File: src/rtl/data_buffer.sv
// Capture buffer: records CYCLES consecutive samples after data_start and holds them for random-access readback.
// Latency: first word is stored on the start edge, and done pulses CYCLES-1 edges later. rd_data is combinational.
// Backpressure: none. A burst always completes. DATA_BUFFER_CHECKSUM_EN adds a running XOR checksum output.
module data_buffer #(
  parameter int CYCLES = 8,
  parameter int SIZE   = 16
) (
  input  logic                         data_start,
  input  logic [SIZE-1:0]              data,
  input  logic                         clock,
  input  logic                         reset_n,
  input  logic [$clog2(CYCLES)-1:0]    rd_addr,
  output logic [SIZE-1:0]              rd_data,
  output logic [SIZE-1:0]              buffer,
  output logic [$clog2(CYCLES+1)-1:0]  count,
  output logic                         busy,
  output logic                         done,
  output logic                         full
`ifdef DATA_BUFFER_CHECKSUM_EN
  ,
  output logic [SIZE-1:0]              checksum
`endif
);

  localparam int AW = $clog2(CYCLES);
  localparam int CW = $clog2(CYCLES+1);

  typedef enum logic [1:0] {IDLE, CAPTURE, FULL} state_t;

  state_t          state_q, state_d;
  logic [CW-1:0]   count_q, count_d;
  logic [SIZE-1:0] buffer_q, buffer_d;
  logic            done_q, done_d;
  logic [SIZE-1:0] csum_q, csum_d;
  logic            we;
  logic [AW-1:0]   wr_addr;
  logic [SIZE-1:0] mem_q [CYCLES];

  always_ff @(posedge clock or negedge reset_n) begin
    if (!reset_n) begin
      state_q  <= IDLE;
      count_q  <= '0;
      buffer_q <= '0;
      done_q   <= 1'b0;
      csum_q   <= '0;
    end else begin
      state_q  <= state_d;
      count_q  <= count_d;
      buffer_q <= buffer_d;
      done_q   <= done_d;
      csum_q   <= csum_d;
    end
  end

  always_comb begin
    state_d  = state_q;
    count_d  = count_q;
    buffer_d = buffer_q;
    done_d   = 1'b0;
    csum_d   = csum_q;
    we       = 1'b0;
    wr_addr  = '0;
    case (state_q)
      IDLE: begin
        if (data_start) begin
          we       = 1'b1;
          buffer_d = data;
          count_d  = CW'(1);
          csum_d   = data;
          state_d  = CAPTURE;
        end
      end
      CAPTURE: begin
        // count_q is the index being written; it is always below CYCLES here.
        we       = 1'b1;
        wr_addr  = AW'(count_q);
        buffer_d = data;
        count_d  = count_q + CW'(1);
        csum_d   = csum_q ^ data;
        if (count_q == CW'(CYCLES-1)) begin
          done_d  = 1'b1;
          state_d = FULL;
        end
      end
      FULL: begin
        if (!data_start) state_d = IDLE;
      end
      default: state_d = IDLE;
    endcase
  end

  always_ff @(posedge clock or negedge reset_n) begin
    if (!reset_n) begin
      for (int i = 0; i < CYCLES; i++) mem_q[i] <= '0;
    end else if (we) begin
      mem_q[wr_addr] <= data;
    end
  end

  generate
    if ((1 << AW) == CYCLES) begin : g_rd_pow2
      assign rd_data = mem_q[rd_addr];
    end else begin : g_rd_guard
      assign rd_data = (32'(rd_addr) < CYCLES) ? mem_q[rd_addr] : '0;
    end
  endgenerate

  assign buffer = buffer_q;
  assign count  = count_q;
  assign busy   = (state_q == CAPTURE);
  assign done   = done_q;
  assign full   = (state_q == FULL);
`ifdef DATA_BUFFER_CHECKSUM_EN
  assign checksum = csum_q;
`endif

endmodule

File: config.mk
export PLATFORM = sky130hd
export DESIGN_NAME = data_buffer
export DESIGN_NICKNAME = d
export VERILOG_FILES = /design/src/rtl/data_buffer.sv
export SDC_FILE = /design/constraint.sdc
export NUM_CORES = 1
export LEC_CHECK = 0
export ABC_CLOCK_PERIOD_IN_PS = 2100
export BUFFER_PORTS_ARGS = -buffer_cell sky130_fd_sc_hd__buf_2
export CAP_MARGIN = 15
export CELL_PAD_IN_SITES_DETAIL_PLACEMENT = 0
export CELL_PAD_IN_SITES_GLOBAL_PLACEMENT = 1
export CORE_MARGIN = 4
export CORE_UTILIZATION = 35
export DETAILED_ROUTE_END_ITERATION = 7
export MAX_ROUTING_LAYER = met4
export PLACE_DENSITY_LB_ADDON = 0.1
export SYNTH_ARGS = -nofsm -noshare
export SYNTH_HDL_FRONTEND = slang
export SYNTH_SLANG_ARGS = --single-unit
File: constraint.sdc
create_clock -name clock -period 2.1 [get_ports clock]
set_input_delay 0.21 -clock clock [delete_from_list [all_inputs] [get_ports clock]]
set_output_delay 0.21 -clock clock [all_outputs]
set_load 0.005 [all_outputs]
* After elaboration in Yosys (flattened, before gate mapping)
Cells that the tools add are included.
** Word-level totals
- Bits in registers :: 151
- Bits of input ports :: 22
- Output and inout port bits :: 39
- Logic and storage cells :: 48
** Operators by class
- Add/subtract/negate cells :: 1
- Magnitude comparators :: 3
- Equal/unequal tests :: 6
- Mux-type cells :: 19
- Bitwise operators :: 2
- Reduce and logical (&&, ||, !) cells :: 5
** Operators with widths (number)
- bitwise mux 128 bit :: 1
- 2-to-1 mux 16 bit :: 4
- binary-select mux 16 bit (select 3 bit) :: 1
- demux 16 bit (select 3 bit) :: 1
- case mux 16 bit (2 select lines) :: 1
- greater-or-equal comparator 4 bit, second input constant :: 2
- NOT 3 -> 4 bit :: 2
- case mux 4 bit (2 select lines) :: 1
- 2-to-1 mux 2 bit :: 3
- case mux 2 bit (3 select lines) :: 1
- adder 4 x 1 -> 4 bit, second input constant :: 1
- equality test 4 x 3 -> 1 bit, second input constant :: 1
- less-than comparator 4 x 1 -> 1 bit, second input constant :: 1
- 2-to-1 mux 4 bit :: 1
- inequality test 2 bit, second input constant :: 2
- 2-to-1 mux 1 bit :: 3
- 2-to-1 mux 3 bit :: 1
- AND reduction 3 bit :: 1
- equality test 2 x 1 -> 1 bit, second input constant :: 1
- equality test 2 bit, second input constant :: 1
- zero test 2 bit :: 1
- inequality test 2 x 1 -> 1 bit, second input constant :: 1
- case mux 1 bit (2 select lines) :: 1
- AND reduction 2 bit :: 1
- other kinds (2) :: 2

* Longest topological paths before layout
- Depth in word-level cells :: 8
- Depth in mapped cells :: 6
- Gate-level depth less buffers :: 4

* Least setup slack after synthesis
Ideal clock, no wire load.
- Path kind :: reg-to-reg
- Start point :: register count_q[1] (netlist: count[1])
- End point :: register mem_q[112] (netlist bit)
- Setup time :: 127 ps
- Data arrival time :: 1821 ps
- Data required time :: 1973 ps
- Path slack :: 151 ps
- Cell stages (with the launch flop) :: 6
- Buffers on the path :: 2
- Clock period less this slack :: 1949 ps
- Path through :: dfrtp_1 > clkbuf_1 > or4b_1 > a21oi_4 > buf_6 > mux2_1
** On the way
- Longest elaborated chain between the ends :: 7
- Elaborated cells between the ends (all ways) :: 8
- Classes of those cells :: order compare (2); mux (4); bitwise (1); reduce/logical (1)
** RTL lines
- from (decl) :: RTL line 31 : logic [CW-1:0] count_q, count_d;
- from (signal assigned) :: RTL line 48 : count_q <= count_d;
- 2-to-1 mux 3 bit (*) :: RTL line 63 : case (state_q)
- NOT 3 -> 4 bit (not written as such) (*) :: RTL line 96 : mem_q[wr_addr] <= data;
- greater-or-equal comparator 4 bit (not written as such) / less-than comparator 4 x 1 -> 1 bit (equally long branches) :: RTL line 96
- logical AND 1 bit (not written as such) :: RTL line 96
- 2-to-1 mux 16 bit (not written as such) :: RTL line 96
- demux 16 bit (select 3 bit) (*) :: RTL line 96
- bitwise mux 128 bit (*) :: RTL line 96
- to (signal, indexed assignment) :: RTL line 96
- to (decl) :: RTL line 37 : logic [SIZE-1:0] mem_q [CYCLES];
Every way passes the cells marked *; elsewhere a longest branch is shown, timed or not.
A chain may end at the register's enable or synchronous reset.

* Worst setup path after layout
- Start point :: register mem_q[31] (netlist bit)
- End point :: output rd_data[15]
** On the way
- Longest elaborated chain between the ends :: 3
** RTL lines
- binary-select mux 16 bit (select 3 bit) :: RTL line 102 : assign rd_data = mem_q[rd_addr];
- 2-to-1 mux 16 bit (not written as such) (2 in a row) :: RTL line 102
- to (decl) :: RTL line 13 : output logic [SIZE-1:0] rd_data,
No other way between the ends. The select of a mux whose other input is x is not followed.

==> results_dict.tcl <==
set metrics [dict create \
    yosysSeqAreaShare_pct 56.7 \
    yosys.area_share.simple_pct 2.16 \
    layout.nets 500 \
    cts_tree "built" \
    crit_required_ns 1.89 \
    die-area_sq_um 21300 \
    synthMuxAreaShare_pct 38.0 \
    synth_top_family_by_area "multiplexers" \
    gp_congestion 0.685 \
    fin_crit_sh_pct 90.2 \
    wl_per_cell_microns 20.5 \
    syn_to_final_growth_pct 20.0 \
    grt_pass1_vias 4128 \
    ant_nets 0 \
    grt_max_degree 55 \
    cp_max_fo 2 \
    htreeDepth 4 \
    synth-xor-area-share_pct 0 \
    outcome "complete, no violations" \
    dp_hpwl_microns 8980 \
    p_leak_nw 3.38 \
    clockRootBuffer "clkbuf_16" \
    core.rowCount 50 \
    syn_avg_cell_area_sq_um 16.7 \
    drt_iter0_drc 109 \
    clk_latency_ns 0.41 \
    total_power_mw 12.5 \
    max_clock_freq_mhz 528 \
    clockBufferDepth 2 \
    rsz0062_at_grt "false" \
    grt_use_total_pct 15.3 \
    path_class "reg -> out" \
    wirelength_microns 14900 \
    syn_nets 422 \
    arrival_ns 1.69 \
    dr.pass1.iters 4 \
    die_x_microns 146 \
    tns_ns 0 \
    antennaDiodeCount 0 \
    vias_per_cell 5.15 \
    start_util_pct 35.6 \
    die_h_microns 146 \
    worstMarginPinSlew_ns 0.591 \
    maxSlewViolCount 0 \
    ys_ff_latch 151 \
    finalHoldViolCount 0 \
    clkTransAtPathRegs_ns 0.06 \
    fp.coreArea_sq_um 18700 \
    antenna_found_initial 0 \
    finalSetupViolCount 0 \
    netlist_instances 399 \
    power.density_nw_per_um2 1560 \
    netlist-cell-type-count 29 \
    ir_drop_v 0.000660 \
    start_kind "flip-flop" \
    grt-ovfl-total 0 \
    layout-drive-gt1-share_pct 61.1 \
    maxSlewHeadroom_pct 60.6 \
    design.portCount 61 \
    end_kind "output pin" \
    cts_buffers 17 \
    min_path_type "in -> reg" \
    period_minus_slack_ns 1.90 \
    cap_violations 0 \
    portBuffers 60 \
    synth_compound_area_share_pct 1.03 \
    synthAdderAreaFrac_pct 0.188 \
    yosysWarnings 0 \
    clock-sinks 151 \
    post-place-ws_ns 0.262 \
    vias 3722 \
    final.setup_skew_ns 0.00746 \
    ctsResizeCount 0 \
    grt_first_pass_wirelength_microns 24400 \
    layout_setup_ws_ns 0.205 \
    drc_errors 0 \
    syn_area_sq_um 6660 \
]
[synth_stat cells]
library cell,number,area share [%]
nor2_2,1,0.094
dfrtp_1,151,57
mux2i_1,1,0.15
nand2b_1,2,0.19
mux4_2,32,11
nor2_1,1,0.056
buf_4,2,0.23
buf_1,3,0.17
a22o_1,1,0.13
or3_1,1,0.094
nor3_2,1,0.15
a41oi_1,1,0.13
a21oi_4,1,0.24
mux2_1,10,1.7
nand2_1,4,0.23
buf_2,9,0.68
o21ai_0,4,0.30
o21bai_1,2,0.23
nor3b_2,2,0.38
inv_1,3,0.17
clkbuf_1,8,0.45
nand3b_1,2,0.23
or4b_1,1,0.15
nor3_1,1,0.075
nand3b_4,1,0.30
nor3b_1,2,0.23
mux2_2,150,25
ha_1,1,0.19
buf_6,1,0.17
[cells in the final DEF, fill, tap and decap left out, drive strengths merged, types with 2 or more instances in the layout]
cell    count
nand2       4
mux4       32
nor3        2
clkinv      6
clkbuf     21
nand3b      3
nor2        2
buf        81
inv         3
dfrtp     151
bufinv      3
nor3b       4
nand2b      2
mux2      160
o21ai       4
o21bai      2
[metrics by stage]
step | std cells | area, sq um | hold slack (ns) | utilization, %
after floorplan | 399 | 6660 | -0.0856 | -
after global placement | 691 | 7400 | 0.191 | 39.5
after detailed placement | 691 | 7400 | 0.188 | 39.5
after CTS | 723 | 7990 | 0.113 | 42.7
after global routing | 723 | 7990 | 0.139 | 42.7
final | 723 | 7990 | 0.126 | 42.7
[repair_timing]
action	4_1_cts	5_1_grt
buffers inserted	0	0
hold endpoints to repair	46	0
hold buffers	1	0
[layer usage]
layer | track usage, % | vias up | wire length, microns | share of wire, %
met3 | 3.36 | 13 | 383 | 2.6
met1 | 20.1 | 2005 | 6990 | 47
li1 | - | 1652 | - | -
met2 | 24.2 | 52 | 7330 | 49
met4 | 4.27 | 0 | 150 | 1.0
met5 | - | - | 0 | 0
[final cells by class]
cell class | instances | area [sq um]
Clock buffer | 21 | 460
Clock inverter | 10 | 128
Fill cell | 1659 | 10700
Inverter | 3 | 11.3
Multi-Input combinational cell | 222 | 2760
Sequential cell | 151 | 3780
Tap cell | 234 | 293
Timing Repair Buffer | 82 | 562
[path summary, 6_finish.rpt]
check	startpoint	endpoint	slack, ns	cells after the start
worst max-delay path	mem_q[31]$_DFFE_PN0P_	rd_data[15]	0.20	3
min in group asynchronous	reset_n	count[1]$_DFFE_PN0P_	0.30	2
worst min-delay path	data[0]	mem_q[112]$_DFFE_PN0P_	0.13	2
worst max register to register	count[0]$_DFFE_PN0P_	mem_q[127]$_DFFE_PN0P_	0.29	4
max in group asynchronous	reset_n	mem_q[42]$_DFFE_PN0P_	1.14	3
worst min register to register	mem_q[112]$_DFFE_PN0P_	mem_q[112]$_DFFE_PN0P_	0.48	1
[flip-flops by register name, indices dropped and copies added, names as in the netlist]
signal	cells
buffer	16
state_q	2
count	4
done	1
mem_q	128
[report_power, final]
part / leakage (nW) / total, mW / internal, mW / switching (mW)
Sequential: 1.78 / 4.96 / 4.33 / 0.632
Combinational: 1.30 / 4.44 / 2.71 / 1.73
Clock: 0.292 / 3.06 / 1.91 / 1.15
[kinds of logic (layout without fill, tap and decap cells)]
family	after synthesis	count (layout)
multiplexers	193	193
AO/OA/AOI/OAI	9	9
adder cells (fa/ha/maj)	1	1
flip-flops	151	151
AND/OR/NAND/NOR	19	19
buffers and inverters	26	116
[worst max-delay path, cell delays in order (launching register included)]
cell and delay, ns:
dfrtp_1 0.38, mux4_2 0.48, mux2_2 0.28, buf_2 0.13
(Power assumes the default switching activity.)
